File: src/rtl/sm3_pkg.sv
// Shared SM3 definitions: digest width and the digest serializer state encoding.
package sm3_pkg;

    localparam int SM3_DGST_W = 256;

    typedef enum logic {
        IDLE = 1'b0,
        SEND = 1'b1
    } sm3_ser_state_e;

endpackage

File: src/rtl/sm3_dgst_ser.sv
// Serializes a 256-bit SM3 digest into OUT_W-bit beats, word A first,
// using a valid/ready handshake on both sides.
module sm3_dgst_ser
    import sm3_pkg::*;
#(
    parameter int OUT_W = 32
) (
    input  logic             clk,
    input  logic             rst_n,
    input  logic [255:0]     dgst_i,
    input  logic             dgst_vld_i,
    output logic             dgst_rdy_o,
    output logic [OUT_W-1:0] dout_o,
    output logic             dout_vld_o,
    output logic             dout_last_o,
    input  logic             dout_rdy_i
);

    localparam int BEATS = SM3_DGST_W / OUT_W;
    localparam int CNT_W = $clog2(BEATS);

    generate
        if (OUT_W != 32 && OUT_W != 64) begin : g_bad_width
            $error("sm3_dgst_ser: OUT_W must be 32 or 64");
        end
    endgenerate

    sm3_ser_state_e          state;
    logic [CNT_W-1:0]        cnt;
    logic [SM3_DGST_W-1:0]   hold;
    logic [7:0]              base;

    always_ff @(posedge clk or negedge rst_n) begin
        if (!rst_n) begin
            state <= IDLE;
            cnt   <= '0;
            hold  <= '0;
        end else begin
            case (state)
                IDLE: begin
                    if (dgst_vld_i) begin
                        hold  <= dgst_i;
                        cnt   <= '0;
                        state <= SEND;
                    end
                end
                SEND: begin
                    if (dout_rdy_i) begin
                        cnt <= cnt + CNT_W'(1);
                        if (cnt == CNT_W'(BEATS - 1)) begin
                            state <= IDLE;
                        end
                    end
                end
                default: state <= IDLE;
            endcase
        end
    end

    // Word select is a part-select on a static hold register; only cnt toggles per beat.
    assign base        = 8'(SM3_DGST_W - 1) - 8'(OUT_W) * 8'(cnt);
    assign dout_o      = hold[base -: OUT_W];
    assign dout_vld_o  = (state == SEND);
    assign dout_last_o = (state == SEND) && (cnt == CNT_W'(BEATS - 1));
    assign dgst_rdy_o  = (state == IDLE);

endmodule

File: config.mk
export PLATFORM = sky130hd
export DESIGN_NAME = sm3_dgst_ser
export DESIGN_NICKNAME = d
export VERILOG_FILES = /design/src/rtl/sm3_pkg.sv /design/src/rtl/sm3_dgst_ser.sv
export SDC_FILE = /design/constraint.sdc
export NUM_CORES = 1
export LEC_CHECK = 0
export CAP_MARGIN = 20
export CELL_PAD_IN_SITES_DETAIL_PLACEMENT = 1
export CELL_PAD_IN_SITES_GLOBAL_PLACEMENT = 1
export CORE_UTILIZATION = 41
export CTS_BUF_LIST = sky130_fd_sc_hd__clkbuf_16
export DETAILED_ROUTE_END_ITERATION = 12
export PLACE_DENSITY = 0.92
export SYNTH_ARGS = -nofsm -noshare
export SYNTH_HDL_FRONTEND = slang
export SYNTH_SLANG_ARGS = --single-unit
export TNS_END_PERCENT = 50
File: constraint.sdc
create_clock -name clk -period 2.7 [get_ports clk]
set_clock_uncertainty 0.15 [all_clocks]
set_input_delay 0.675 -clock clk [delete_from_list [all_inputs] [get_ports clk]]
set_output_delay 0.675 -clock clk [all_outputs]
set_load 0.01 [all_outputs]
==> flow_metrics.tcl <==
set metrics [dict create \
    critical_path.endpoint_type "output port" \
    synth_seq_cells 260 \
    violations "negative setup slack" \
    grt_use_total_pct 26.9 \
    synth_nets 934 \
    drt_iter0_markers 312 \
    cellLeakagePower_uw 0.00710 \
    yosysMostFrequentCell "dfrtp_1" \
    slew_headroom_pct 70.1 \
    area_delta_synth_final_pct 42.7 \
    vdd_drop_max_v 0.000708 \
    initial_utilization_pct 41.7 \
    reg2reg_depth 3 \
    yosysWarnings 0 \
    die-area_um2 29000 \
    design_area_um2 16600 \
    synth.top_cell.area_share_pct 56.0 \
    fmax_mhz 310 \
    die_width_um 170 \
    yosys.area.top_type "dfrtp_1" \
    powerDensity_nw_per_um2 1130 \
    diodes 0 \
    avgSynthCellArea_um2 17.3 \
    cp.required_ps 1880 \
    outcome "finished, violations left" \
    rsz0062_at_grt "true" \
    coreArea_um2 27900 \
    rows 61 \
    viasPerCell 5.28 \
    overflow 0 \
    netlist_top_cells_area "dfrtp_1 56%, mux2_1 19%, mux4_2 12%" \
    crit_start "cnt[0]" \
    num_io_pins 295 \
    reg2reg_to "hold[241]" \
    num_vias 7460 \
    final_layout_size_suffix_gt1_share_pct 29.0 \
    synthTopCellsByCount "260 x dfrtp_1, 201 x mux2_1, 87 x mux2_2" \
    tns_ps -13890 \
    synth.distinct_cells 20 \
    clock_latency_ps 540 \
    port_buffers 294 \
    clockBufferDepth 3 \
    post-route-period-util_pct 120 \
    synthArstFlopShare_pct 100 \
    cp_cell_sequence "buf_12 > buf_8 > buf_12 > mux4_2 > mux2_4 > buf_6" \
    ant_nets 0 \
    placed_cell_area_um2 15300 \
    cp_max_fo 7 \
    slowest_stage "dfrtp_4" \
    numCtsBuffers 29 \
    clk_pin_slew_ps 60 \
    hp-start "hold[119]" \
    htree_levels 1 \
    path_buf_inv 4 \
    max_cap_viol_count 0 \
    critPathMostFrequentCell "buf_12" \
    fin_ws_ps -528 \
    cts_root_buf "clkbuf_16" \
    reg2reg_slack_ps 810 \
    min_to "hold[119]" \
    dieHeight_um 170 \
    path_class "reg -> out" \
    preCtsSetupSlack_ps -255 \
    worstHoldPathCells 1 \
    hold_violations 0 \
    synth_cells 672 \
    cp.depth 6 \
    antenna_found_initial 2 \
    tightest_slew_ps 448 \
    crit_arrival_ps 2400 \
    crit_family "multiplexers" \
    synth_edf_count 0 \
    period_minus_slack_ps 3230 \
    drc 0 \
    firstDrtPassIters 4 \
    dp_hpwl_mm 27.4 \
    setup_viol 33 \
    hp-class "reg -> reg" \
    maxSlewViolCount 0 \
    synth_ff_type "dfrtp_1" \
    place_congestion 0.856 \
    cp-start-kind "flop" \
    grt_max_degree 59 \
    slowest_delay_ps 540 \
    wl_per_cell_um 26.8 \
    cts_tree "done" \
    r2r-start "dout_vld_o" \
    nets 1276 \
    grt_pass1_vias 8825 \
    grt_pass1_wl_mm 56.5 \
    cts_sinks 260 \
    wirelength_mm 38.0 \
    yosysSeqAreaShare_pct 56.0 \
    netlist_area_um2 11600 \
]
worst reg2reg max path, delay by kind of cell, from the launching register on:
kind | cells | cell delay (ps)
buffers and inverters | 1 | 420
flip-flops | 1 | 540
multiplexers | 1 | 400
AND/OR/NAND/NOR | 1 | 260
area by class of cell:
type,instances,area (um2)
fillers,2490,11300
repair buffers,359,3820
inverters,1,3.75
multi-input cells,363,4880
clock buffers,29,726
well taps,378,473
flip-flops and latches,260,6520
clock inverters,24,164
routing by layer:
| layer | track usage (%) | share of wire [%] |
|---|---|---|
| met1 | 27.6 | 34 |
| met2 | 50.5 | 53 |
| met3 | 9.07 | 9.4 |
| met4 | 9.64 | 3.7 |
| met5 | 0 | 0.029 |
per-stage QoR:
| stage | util [%] | instances | total power, uW | hold WS (ps) |
|---|---|---|---|---|
| 2_1_floorplan | - | 672 | 10700 | 229 |
| 3_3_place_gp | 54.8 | 1333 | 13700 | 310 |
| 3_5_place_dp | 54.8 | 1333 | 14200 | 324 |
| 4_1_cts | 59.2 | 1405 | 18500 | 334 |
| 5_1_grt | 59.5 | 1414 | 19600 | 350 |
| 6_report | 59.5 | 1414 | 18700 | 330 |
report_power, final:
part           internal [uW]  switching (uW)
clock network           2130            1620
logic                   4810            3000
registers               5820            1300
flip-flops by register name, indices dropped and copies added, names as in the netlist:
signal      flops
hold          256
cnt             3
dout_vld_o      1
cell families after synthesis:
| logic type | after synthesis | synth area share [%] |
|---|---|---|
| simple gates | 4 | 0.215 |
| mux | 353 | 40.5 |
| fa+ha+maj | 2 | 0.215 |
| compound gates | 4 | 0.291 |
| flops | 260 | 56.0 |
| buf+inv | 49 | 2.79 |
cells in the final DEF, fill, tap and decap left out, types with 14 or more instances in the layout:
cell and instances:
buf_12 26, buf_4 23, buf_6 35, clkbuf_16 29, clkdlybuf4s50_1 260, clkinv_2 14, dfrtp_1 257, mux2_1 201
mux2_2 62, mux2_4 25, mux4_2 64
timing repair:
item / CTS / global route
setup endpoints to repair: 33 / 33
setup buffers: 16 / 12
resized for setup: 175 / 43
hold endpoints to repair: 45 / 0
cloned: 3 / 0
pin swaps: 0 / 0
hold buffers: 1 / 0
worst max-delay path by stage:
stage | end | slack [ps]
floorplan | dout_o[26] | 340
global placement | dout_o[22] | -220
detailed placement | dout_o[0] | -260
CTS | dout_o[11] | -620
global route | dout_o[3] | -560
finish | dout_o[3] | -530
(Power assumes the default switching activity.)
